--- src/rtl/rom_pkg.sv ---
// Shared definitions for the ROM read arbiter: FSM state encoding and
// default address/data widths matching the ROM instance.
package rom_pkg;

  typedef enum logic [1:0] {
    REPOSO  = 2'd0,
    LEER    = 2'd1,
    ENTREGA = 2'd2
  } estado_t;

  localparam int ANCHO_DIR_DEF  = 8;
  localparam int ANCHO_DATO_DEF = 8;

endpackage : rom_pkg

--- src/rtl/arb_rr2.sv ---
// Two-input round-robin grant logic. Purely combinational; the priority
// pointer lives in the parent so it only moves when a grant is latched.
module arb_rr2 (
  input  logic sol0,
  input  logic sol1,
  input  logic prio,
  output logic gnt_valido,
  output logic gnt_idx
);

  // A lone request wins outright; a tie goes to the requester the pointer names.
  always_comb begin
    gnt_valido = sol0 | sol1;
    if (sol0 && sol1) begin
      gnt_idx = prio;
    end else begin
      gnt_idx = sol1;
    end
  end

endmodule : arb_rr2

--- src/rtl/arbitro_rom.sv ---
// Round-robin read arbiter/sequencer in front of the shared combinational ROM.
//
// state   | meaning
// --------+---------------------------------------------------------------
// REPOSO  | idle; requests sampled, grant latches address/index, flips prio
// LEER    | ROM address stable; capture ROM output into the data register
// ENTREGA | ack pulse to the granted requester, read counter increments
module arbitro_rom
  import rom_pkg::*;
#(
  parameter int ANCHO_DIR  = ANCHO_DIR_DEF,
  parameter int ANCHO_DATO = ANCHO_DATO_DEF
) (
  input  logic                  clk,
  input  logic                  rst,
  input  logic                  sol0,
  input  logic [ANCHO_DIR-1:0]  dir0,
  input  logic                  sol1,
  input  logic [ANCHO_DIR-1:0]  dir1,
  output logic                  ack0,
  output logic                  ack1,
  output logic [ANCHO_DATO-1:0] dato,
  output logic                  ocupado,
  output logic [7:0]            num_lecturas,
  output logic [ANCHO_DIR-1:0]  Dir_rom,
  input  logic [ANCHO_DATO-1:0] Dato_rom
);

  estado_t               estado_q, estado_d;
  logic                  prio_q, prio_d;
  logic                  gnt_q, gnt_d;
  logic [ANCHO_DIR-1:0]  dir_q, dir_d;
  logic [ANCHO_DATO-1:0] dato_q, dato_d;
  logic [7:0]            cnt_q, cnt_d;

  logic gnt_valido;
  logic gnt_idx;

  arb_rr2 u_arb (
    .sol0       (sol0),
    .sol1       (sol1),
    .prio       (prio_q),
    .gnt_valido (gnt_valido),
    .gnt_idx    (gnt_idx)
  );

  // State and datapath registers; reset abandons any in-flight read silently.
  always_ff @(posedge clk) begin
    if (rst) begin
      estado_q <= REPOSO;
      prio_q   <= 1'b0;
      gnt_q    <= 1'b0;
      dir_q    <= '0;
      dato_q   <= '0;
      cnt_q    <= '0;
    end else begin
      estado_q <= estado_d;
      prio_q   <= prio_d;
      gnt_q    <= gnt_d;
      dir_q    <= dir_d;
      dato_q   <= dato_d;
      cnt_q    <= cnt_d;
    end
  end

  // Next-state and register updates; requests are only looked at in REPOSO.
  always_comb begin
    estado_d = estado_q;
    prio_d   = prio_q;
    gnt_d    = gnt_q;
    dir_d    = dir_q;
    dato_d   = dato_q;
    cnt_d    = cnt_q;
    unique case (estado_q)
      REPOSO: begin
        if (gnt_valido) begin
          gnt_d    = gnt_idx;
          dir_d    = gnt_idx ? dir1 : dir0;
          prio_d   = ~gnt_idx;
          estado_d = LEER;
        end
      end
      LEER: begin
        dato_d   = Dato_rom;
        estado_d = ENTREGA;
      end
      ENTREGA: begin
        cnt_d    = cnt_q + 8'd1;
        estado_d = REPOSO;
      end
      default: begin
        estado_d = REPOSO;
      end
    endcase
  end

  // Outputs decode straight from registers so they are glitch-free.
  always_comb begin
    ack0         = (estado_q == ENTREGA) && !gnt_q;
    ack1         = (estado_q == ENTREGA) &&  gnt_q;
    ocupado      = (estado_q != REPOSO);
    dato         = dato_q;
    num_lecturas = cnt_q;
    Dir_rom      = dir_q;
  end

endmodule : arbitro_rom

--- config.mk ---
export PLATFORM = sky130hd
export DESIGN_NAME = arbitro_rom
export DESIGN_NICKNAME = d
export VERILOG_FILES = /design/src/rtl/rom_pkg.sv /design/src/rtl/arb_rr2.sv /design/src/rtl/arbitro_rom.sv
export SDC_FILE = /design/constraint.sdc
export NUM_CORES = 1
export LEC_CHECK = 0
export CORE_MARGIN = 2
export CORE_UTILIZATION = 35
export CTS_BUF_LIST = sky130_fd_sc_hd__clkbuf_4 sky130_fd_sc_hd__clkbuf_8 sky130_fd_sc_hd__clkbuf_16
export CTS_CLUSTER_DIAMETER = 150
export CTS_CLUSTER_SIZE = 14
export DETAILED_ROUTE_END_ITERATION = 7
export PLACE_DENSITY = 0.7
export SETUP_SLACK_MARGIN = 0.1
export SLEW_MARGIN = 20
export SYNTH_ARGS = -nofsm -noshare
export SYNTH_HDL_FRONTEND = slang
export SYNTH_SLANG_ARGS = --single-unit
--- constraint.sdc ---
create_clock -name clk -period 1.6 [get_ports clk]
set_input_delay 0.32 -clock clk [delete_from_list [all_inputs] [get_ports clk]]
set_output_delay 0.32 -clock clk [all_outputs]
set_load 0.05 [all_outputs]
After elaboration in Yosys (flattened, before gate mapping)
Cells that the tools add are included.
W data, S select, Z words.
{ "totals": {"register_bits": 28, "inputBits": 28, "output_inout_bits": 27} }
{ "op_classes": {"addsub": 1, "n_eq_ne": 3, "n_mux": 4, "bitwise": 2, "reduce_logical": 7} }
{ "ops": {"columns": ["op", "n"], "rows": [
  ["$add A8 B1 Y8 const B", 1],
  ["$mux W8", 1],
  ["$pmux W2 S2", 1],
  ["$logic_and A1 B1 Y1", 3],
  ["$eq A2 B1 Y1 const B", 1],
  ["$eq A2 B2 Y1 const B", 1],
  ["$logic_not A2 Y1", 1],
  ["$mux W2", 1],
  ["$ne A2 B2 Y1 const B", 1],
  ["$reduce_and A2 Y1", 1],
  ["$reduce_bool A2 Y1", 1],
  ["$logic_not A1 Y1", 1],
  ["$mux W1", 1],
  ["$not A1 Y1", 1],
  ["$or A1 B1 Y1", 1]
]} }

Logic depth before layout (Yosys ltp)
{ "logic_depth": {"word_depth": 3, "ltp_mapped": 5, "depth_no_buf": 4} }

Modules after synthesis
Synthesis repeated with hierarchy kept, for this count alone.
{ "hier_totals": {"hier_cells": 132, "hier_area_um2": 1177.4} }
{ "modules_own_cells": {"columns": ["module", "instances", "cells_per_inst", "area_per_inst_um2"], "rows": [
  ["arbitro_rom", 1, 129, 1159.9],
  ["arb_rr2", 1, 3, 17.5]
]} }

Least setup slack after synthesis
OpenSTA, ideal clock, no wires.
{ "synth_path": {"path_kind": "reg2out", "start": "register estado_q[1]", "end": "output ack0", "arrival_ns": 1.494, "setup_slack_ns": -0.214, "path_stages_with_launch": 4, "path_cell_list": "dfxtp_1 buf_4 nor2b_1 nor2b_1"} }
{ "synth_via": {"elab_chain_cells": 2} }
{ "synth_rtl": {"columns": ["element", "line", "source"], "rows": [
  ["from (decl)", "arbitro_rom.sv:29", "estado_t estado_q, estado_d;"],
  ["from (signal assigned)", "arbitro_rom.sv:57", "estado_q <= estado_d;"],
  ["$eq A2 B2 Y1", "arbitro_rom.sv:99", "ack0 = (estado_q == ENTREGA) && !gnt_q;"],
  ["$logic_and A1 B1 Y1", "arbitro_rom.sv:99", null],
  ["to (decl)", "arbitro_rom.sv:20", "output logic ack0,"]
]} }
Every way passes these cells.

Worst setup path after layout
{ "layout_path": {"start": "register estado_q[1]", "end": "output ack1"} }
{ "layout_via": {"elab_chain_cells": 2} }
{ "layout_rtl": {"columns": ["element", "line", "source"], "rows": [
  ["$eq A2 B2 Y1", "arbitro_rom.sv:100", "ack1 = (estado_q == ENTREGA) && gnt_q;"],
  ["$logic_and A1 B1 Y1", "arbitro_rom.sv:100", null],
  ["to (decl)", "arbitro_rom.sv:21", "output logic ack1,"]
]} }
Every way passes these cells.

==> impl_metrics.csv <==
group,metric,value,unit
outcome,outcome,"complete, no violations",
timing,fmax,665.9,MHz
floorplanning,die_y,62.40,microns
clock_network,h-tree-depth,1,
placed_design,hpwlAfterDp,2429,microns
critical_path,start_kind,"flip-flop",
drt,drtAntennaViolNets,0,
worst_hold_path,holdPathEnd,"dato[1]",
synthesis,synth_edf_count,0,
drt,wirelength,3345,microns
pwr,p_int,1.180,mW
timing,worst_slew_pin_slew,517.5,ps
placed_design,port_buffers,54,
clock_network,cts-root-buf,"clkbuf_4",
worst_hold_path,hp-start,"dato[1]",
worst_hold_path,hold_class,"flip-flop to flip-flop",
clock_network,hold_buffers,0,
final_layout,fillers,318,
synthesis,synth_top_area_frac,0.4696,
clock_network,clockBufferDepth,2,
synthesis,ys_ff_latch,28,
critical_path,arrival,1180,ps
drt,vias,1290,
worst_hold_path,hold_depth,2,
synthesis,synth_area_leader_cell,"dfxtp_1",
final_layout,area_growth_syn_to_layout,63.10,%
synthesis,syn-cell-area,0.001194,sq mm
floorplanning,dieWidth,62.40,microns
timing,skew,3.425,ps
pwr,p_per_area,864.6,mW/mm^2
critical_path,slowest_delay,380,ps
synthesis,synth_area_leaders,"dfxtp_1 (47%), nand3_1 (7.1%), nand2_1 (6.3%)",
synthesis,ys.flop_type,"dfxtp_1",
placed_design,place_congestion,0.7453,
synthesis,synth_nets,170,
final_layout,stdcell_count,248,
synthesis,yosysMostFrequentCell,"dfxtp_1",
global_route,grt_pass1_vias,1185,
critical_path,cp_max_fo,4,
synthesis,ys_warn_count,0,
clock_network,cts_tree,"built",
clock_network,cts_buffers,3,
synthesis,synth_commonest_cells,"dfxtp_1 (28), nand2_1 (20), nand3_1 (17)",
synthesis,syn_inst,141,
global_route,grt_usage,0.1677,
critical_path,crit_chain,"nor2b_4, and2_2, buf_12",
final_layout,layout.nets,232,
timing,drv_slew,0,
critical_path,r2r_cells,4,
drt,first_pass_iters,4,
global_route,antenna_found_initial,0,
timing,setup_viol,0,
timing,fin_crit_sh,0.9386,
global_route,grt_max_degree,24,
critical_path,reg2reg_to,"num_lecturas[7]",
floorplanning,core_area,0.003311,sq mm
timing,hold_ws,467.3,ps
floorplanning,die_area,0.003894,sq mm
job,drv_cap,0,
critical_path,slowest_stage,"dfxtp_4",
drt,initialDrtViolationCount,58,
clock_network,clk_latency,330,ps
final_layout,drive_gt1_frac,0.2871,
timing,setup_tns,0,ps
critical_path,r2r_slack,170,ps
critical_path,crit_type,"flip-flop to primary output",
clock_network,cts_sinks,28,
timing,min_period,1502,ps
synthesis,synth_area_per_cell,8.466,sq um
pwr,combPwrFrac,0.263,
pwr,switching_share,0.2987,
placed_design,placed_cells,236,
floorplanning,boundaryPins,55,
synthesis,yosysSeqAreaShare,0.4696,
pwr,seqPwrFrac,0.458,
pwr,power_leakage,0.7776,nW
pwr,power,1.683,mW
pwr,switchingPower,502.8,uW
drt,vias_per_cell,5.202,
critical_path,cp-end-kind,"primary output",
critical_path,worstPathRequired,1280,ps
timing,relSlewSlack,0.6537,
drt,wl_per_cell,13.49,microns
pwr,irDropWorstVdd,0.0004175,V
clock_network,path_clk_slew,150,ps
floorplanning,start_util,0.3605,
drt,drc,0,
critical_path,rr_startpoint,"estado_q[0]",
synthesis,ys_types,31,
timing,rsz0062_at_grt,"true",
timing,hold_violations,0,
pwr,clkPwrFrac,0.279,
global_route,grt_overflow,0,
global_route,grt_pass1_wl,5347,microns
floorplanning,rows,21,
final_layout,n_antenna_cell,0,
synthesis,synthArstFlopShare,0,
## per-layer routing
| metal | part of all wire | vias to the layer above | GRT usage |
|---|---|---|---|
| met5 | 0 | - | 0 |
| met4 | 0.0099 | 0 | 0.06667 |
| met3 | 0.075 | 6 | 0.03964 |
| met2 | 0.48 | 64 | 0.2863 |
| met1 | 0.43 | 601 | 0.2032 |
| li1 | - | 619 | - |
## power by group through the flow
stage | Combinational [mW] | Sequential, mW | Clock (mW)
2_1_floorplan | 0.144 | 0.889 | 0
3_3_place_gp | 0.410 | 0.788 | 0
3_5_place_dp | 0.418 | 0.789 | 0
4_1_cts | 0.437 | 0.771 | 0.481
5_1_grt | 0.467 | 0.777 | 0.517
6_report | 0.443 | 0.771 | 0.470
## placed cells by master (no fill, tap or decap), drive strengths merged, types with 2 or more instances in the layout
cell,count
nand4,2
or4,3
nand3b,2
o21ai,9
nand3,17
a31oi,8
nor2,7
dfxtp,28
clkdlybuf4s50,27
clkbuf,3
a21oi,13
nand2,20
nand2b,2
o31ai,3
nor2b,4
buf,39
nor3b,2
## how the worst max path moves through the flow
| stage | startpoint | to | slack (ps) | cells after the start |
|---|---|---|---|---|
| after floorplan | num_lecturas[0] | num_lecturas[6] | 140 | 4 |
| after global placement | sol1 | Dir_rom[0] | 40 | 4 |
| after detailed placement | sol1 | Dir_rom[4] | -50 | 4 |
| after CTS | estado_q[1] | ack1 | 80 | 3 |
| after global routing | estado_q[1] | ack0 | 30 | 3 |
| final | estado_q[1] | ack1 | 100 | 3 |
## critical path, delay by kind of cell (launching register included)
| family | cells | cell delay [ps] |
|---|---|---|
| flip-flops | 1 | 380 |
| buffers and inverters | 1 | 150 |
| AND/OR/NAND/NOR | 2 | 330 |
## area by class of cell
cell class                 instances  area, sq um  area share
inverter                           1        3.754    0.001928
sequential                        28        571.8      0.2937
clock inverter                     1        30.03     0.01542
timing repair buffer              66        650.6      0.3342
multi-input combinational        103        610.6      0.3136
tap                               46        57.56     0.02956
clock buffer                       3        22.52     0.01157
## state kept, by name (all words and copies together) (netlist names)
register,cells
Dir_rom,8
dato,8
num_lecturas,8
estado_q,2
gnt_q,1
prio_q,1
## stage by stage
step,util,instance area (sq um),setup slack [ps]
3_5_place_dp,0.5465,1809,-54.56
5_1_grt,0.5881,1947,27.17
4_1_cts,0.5767,1909,81.56
6_report,0.5881,1947,98.28
3_3_place_gp,0.5465,1809,41.72
2_1_floorplan,-,1207,139.3
## what timing repair did
action / in CTS / in global routing
buffers inserted: 4 / 4
gates cloned: 0 / 0
setup endpoints to repair: 3 / 6
pin swaps: 0 / 1
resized for setup: 7 / 2
## cell families after synthesis
kind of cell / after synthesis / share of synthesized area
multiplexers: 2 / 0.01782
adder cells (fa/ha/maj): 1 / 0.01048
AO/OA/AOI/OAI: 34 / 0.1593
flip-flops: 28 / 0.4696
AND/OR/NAND/NOR: 64 / 0.2872
XOR/XNOR: 2 / 0.01468
buffers and inverters: 10 / 0.04087
(Power assumes the default switching activity.)
==> RTL edit 1 (same settings) <==
Set the package constant `ANCHO_DATO_DEF` to 16 (it was 8).
--- a/src/rtl/rom_pkg.sv
+++ b/src/rtl/rom_pkg.sv
@@ -9,7 +9,7 @@
   } estado_t;
 
   localparam int ANCHO_DIR_DEF  = 8;
-  localparam int ANCHO_DATO_DEF = 8;
+  localparam int ANCHO_DATO_DEF = 16;
 
 endpackage : rom_pkg
 
Ports: changed (resized Dato_rom and dato); port bits go from 55 to 71. No check against the original RTL was run, so the function may have changed too.
==> RTL edit 1 against the original RTL <==
  * Clock power up 70%
  * Worst setup slack lost 0.0052 ns
  * Power is 39% higher
  * Synthesized area grew 22%
  * Design area rose by 23%
  * Fmax is 0.34% lower
  * Sequential cell count grew 8
  * Combinational power grew 27%
  * Wire length up 12%
==> RTL edit 1: results (changes against the original RTL) <==
sequential cell area fraction in the yosys report=0.494 (+0.0240); top cells by count, synth=37 x nand2_1, 36 x dfxtp_1, 23 x a21oi_1; hold_ws=0.455 ns (-0.0124 ns); slew margin rel.=0.774 (+0.120); largest net degree at the start of global routing=37 (+54%); Sw Ratio=0.290 (-0.00915); Mapped Nets=214 (+26%); worst reg2reg startpoint=num_lecturas[1]$_SDFFE_PP0N_; P_sw=678 µW (+35%); Post-DP HPWL=2580 µm (+6.3%); H-tree level count=2 (+1); Port-buffer cells=70 (+30%); largest delay contributor family on the critical path=simple AND/OR/NAND/NOR gates; critical path peak fanout=8 (+4); Hold Startpoint=dato[15]$_SDFFE_PP0N_; vias in the first global route=1298 (+9.5%); Inserted Clock Buffers=5 (+2); Worst Hold End=dato[15]$_SDFFE_PP0N_; status=finished clean; first-pass GRT wire length=5750 µm (+7.6%); Avg Vias per Cell=4.98 (-4.2%); maximum vdd drop=0.000428 V (+2.6%); drt initial violations=52 (-10%); layout cells sized above 1=0.261 (-0.0263); static leakage=0.963 nW (+24%); GRT Util Overall=0.165 (-0.00296); Netlist cell types=30 (-3.2%); GP Congestion=0.795 (+6.7%); clock root buffer=clkbuf_8; FILL cells=393 (+24%); synth top area cells=dfxtp_1 49%, nand2_1 9.5%, a21oi_1 7.9%, nand3_1 6.5%, o21ai_0 3.8%; Seq power=983 µW (+27%)
## RTL edit 1: timing repair
item / in CTS / in global routing
setup buffers: 0 / 3
gates cloned: 0 / 0
setup endpoints to repair: 3 / 4
gates resized for setup: 5 / 3
## RTL edit 1: kinds of logic (layout without fill, tap and decap cells)
family	Yosys count	in the layout	share of synthesized area
adder cells (fa/ha/maj)	1	1	0.00857
XOR/XNOR	2	2	0.0120
AND/OR/NAND/NOR	80	80	0.277
AO/OA/AOI/OAI	45	45	0.166
flip-flops	36	36	0.494
buffers and inverters	13	89	0.0428
## RTL edit 1: worst max-delay path by stage
stage	from	end	slack (ns)	cells after the start
after global routing	estado_q[0]$_SDFFE_PP0P_	ack1	0.06	3
final	estado_q[0]$_SDFFE_PP0P_	ack1	0.09	3
after global placement	sol1	Dir_rom[0]$_SDFFE_PP0P_	0.12	5
after CTS	estado_q[0]$_SDFFE_PP0P_	ack1	0.03	3
after floorplan	num_lecturas[4]$_SDFFE_PP0N_	num_lecturas[7]$_SDFFE_PP0N_	0.11	3
after detailed placement	sol0	prio_q$_SDFFE_PP0P_	0.08	5
## RTL edit 1: layer usage
layer	up-vias	routed length (µm)	GRT usage
li1	759	-	-
met2	71	1650	0.244
met5	-	0	0
met1	674	1710	0.216
met3	6	358	0.0682
met4	0	44	0.0525
## RTL edit 1: layout make-up
type,count,share of cell area
tap,50,0.0261
sequential,36,0.307
clock buffer,6,0.0318
clock inverter,2,0.0146
multi-input combinational,128,0.286
inverter,1,0.00156
timing repair buffer,80,0.334
## RTL edit 1: stage by stage
stage	instance area, µm²	setup WS, ns
after CTS	2370	0.0274
after global routing	2400	0.0616
after global placement	2250	0.123
final	2400	0.0931
after detailed placement	2250	0.0838
after floorplan	1470	0.113
==> RTL edit 2 (same settings) <==
Without the edit above. Take the reset off `dato_q` and load it in a clocked block of its own.
--- a/src/rtl/arbitro_rom.sv
+++ b/src/rtl/arbitro_rom.sv
@@ -51,16 +51,18 @@
       prio_q   <= 1'b0;
       gnt_q    <= 1'b0;
       dir_q    <= '0;
-      dato_q   <= '0;
       cnt_q    <= '0;
     end else begin
       estado_q <= estado_d;
       prio_q   <= prio_d;
       gnt_q    <= gnt_d;
       dir_q    <= dir_d;
-      dato_q   <= dato_d;
       cnt_q    <= cnt_d;
     end
+  end
+
+  always_ff @(posedge clk) begin
+    dato_q <= dato_d;
   end
 
   // Next-state and register updates; requests are only looked at in REPOSO.
Formal check against the unedited RTL: differs if rst is asserted again (counterexample within 4 cycles, from zero or initial values and one cycle with rst high); with rst held inactive, the same outputs for 10 cycles.
==> RTL edit 2 against the original RTL <==
  * Sequential power is 3.6% higher
  * Wire length is 8.2% lower
  * Combinational power is 3% lower
  * Non-clock buffer count is 4 lower
  * Synthesized area is 4.4% lower
  * Via count is 12% lower
  * Sequential cell count stayed put
  * Worst setup slack worse by 0.055 ns
  * Clock power is 24% lower
  * Power is 5.8% lower
  * Design area is 5.3% lower
==> RTL edit 2: results (changes against the original RTL) <==
routed wl met2=1590 µm (-0.87%); r2r worst-path depth=4 (unchanged); flip-flop and latch area=648 µm² (+13%); maximum vdd drop=0.000547 V (+31%); FF-to-FF setup slack=0.19 ns (+0.02 ns); ANT cells=0 (unchanged); vias in the first global route=1047 (-12%); final non-filler cell total=219 (-12%); Mapped Nets=143 (-16%); Max-Cap Viols=0 (unchanged); GP Congestion=0.810 (+8.7%); routed metal-1 wirelength=1250 µm (-14%); crit path DAT=1.24 ns (+0.06 ns); GRT Util Overall=0.165 (-0.00226); top cells by count, synth=20 x dfxtp_1, 19 x nand3_1, 10 x nor2_1, 10 x o21ai_0; drt initial violations=44 (-24%); Skew-Pair Late Insertion Delay=0.33 ns (about the same); Reg clk slew, reported paths=0.15 ns (about the same); clock root buffer=clkbuf_4; critical path peak fanout=5 (+1); WL final=3070 µm (-8.2%); reg2reg end=num_lecturas[5]$_SDFFE_PP0N_; largest net degree at the start of global routing=19 (-21%); Post-synth EDFFs=8 (+8); Inserted Clock Buffers=3 (unchanged); Tightest Pin Transition=0.517 ns (-0.000907 ns); Post-DP HPWL=2310 µm (-5.0%); Ys Warns=0 (unchanged); sequential cell area fraction in the yosys report=0.561 (+0.0918); Synth async-reset ratio=0 (unchanged); Worst Clk Skew=0.00222 ns (-0.00120 ns); Worst Hold Depth=1 (-1); worst reg2reg startpoint=estado_q[0]$_SDFFE_PP0P_; FILL cells=264 (-17%); layout cells sized above 1=0.320 (+0.0329); Post-Place Cell Area=0.00176 mm² (-2.6%); initial antenna violation count=0 (unchanged); final-stage net count=205 (-12%); Met3 Routed Length=202 µm (-20%); synth top area cells=dfxtp_1 35%, edfxtp_1 21%, nand3_1 8.3%, a31oi_1 4.4%, o21ai_0 4.4%; Worst Hold End=prio_q$_SDFFE_PP0P_; Hold Startpoint=prio_q$_SDFFE_PP0P_; total number of vias=1137 (-12%); internal power=1.10 mW (-7.0%); Netlist cell types=30 (-3.2%); Top Layer Used=met4; status=finished clean; static leakage=0.706 nW (-9.2%); Port-buffer cells=54 (unchanged); first-pass GRT wire length=4620 µm (-14%); syn_area_per_cell=10.0 µm² (+18%); First-pass DRT Iterations=4 (unchanged)
==> RTL edit 2: power by group through the flow <==
stage | Combinational, mW | Sequential [mW] | Clock, mW
after floorplan | 0.113 | 0.925 | 0
after global placement | 0.409 | 0.808 | 0
after detailed placement | 0.416 | 0.809 | 0
after CTS | 0.426 | 0.796 | 0.352
after global routing | 0.451 | 0.803 | 0.381
final | 0.430 | 0.799 | 0.356
==> RTL edit 2: kinds of logic after synthesis <==
| kind of cell | synth area share |
|---|---|
| multiplexers | 0.0285 |
| adder cells (fa/ha/maj) | 0.0110 |
| buffers and inverters | 0.0296 |
| flip-flops | 0.561 |
| AND/OR/NAND/NOR | 0.232 |
| AO/OA/AOI/OAI | 0.122 |
| XOR/XNOR | 0.0154 |
==> RTL edit 2: repair_timing <==
item	CTS	global route
endpoints found under the setup margin	4	5
pin swaps	1	0
buffers inserted	1	0
resized for setup	5	6
==> RTL edit 2: cell type report <==
cell class,count,area share
Sequential cell,28,0.352
Timing Repair Buffer,62,0.327
Multi-Input combinational cell,79,0.267
Tap cell,44,0.0299
Clock buffer,4,0.0197
Inverter,2,0.00407
==> RTL edit 2: routing by layer <==
layer  vias up  GRT usage
met5         -          0
met3         4     0.0273
li1        541          -
met4         0     0.0621
met1       539      0.188
met2        53      0.307
==> RTL edit 2: how the worst max path moves through the flow <==
stage	from	to	slack, ns	depth (start not counted)
after floorplan	estado_q[0]$_SDFFE_PP0P_	ack0	0.01	3
after global placement	sol1	Dir_rom[0]$_SDFFE_PP0P_	0.07	4
after detailed placement	sol1	Dir_rom[3]$_SDFFE_PP0P_	-0.02	4
after CTS	estado_q[0]$_SDFFE_PP0P_	ack1	0.03	3
after global routing	estado_q[1]$_SDFFE_PP0P_	ocupado	0.01	3
final	estado_q[1]$_SDFFE_PP0P_	ocupado	0.04	3
==> RTL edit 2: per-stage QoR <==
stage	TNS, ns	hold slack, ns	setup slack (ns)
after CTS	0	0.495	0.0300
after global placement	0	0.477	0.0719
after global routing	0	0.508	0.0108
after detailed placement	-0.0442	0.471	-0.0213
final	0	0.500	0.0432
after floorplan	0	0.419	0.0124
==> RTL edit 2: worst max-delay path, stage by stage (launching register included) <==
cell and delay, ns:
dfxtp_2 0.38, buf_6 0.13, or2_4 0.24, buf_12 0.15
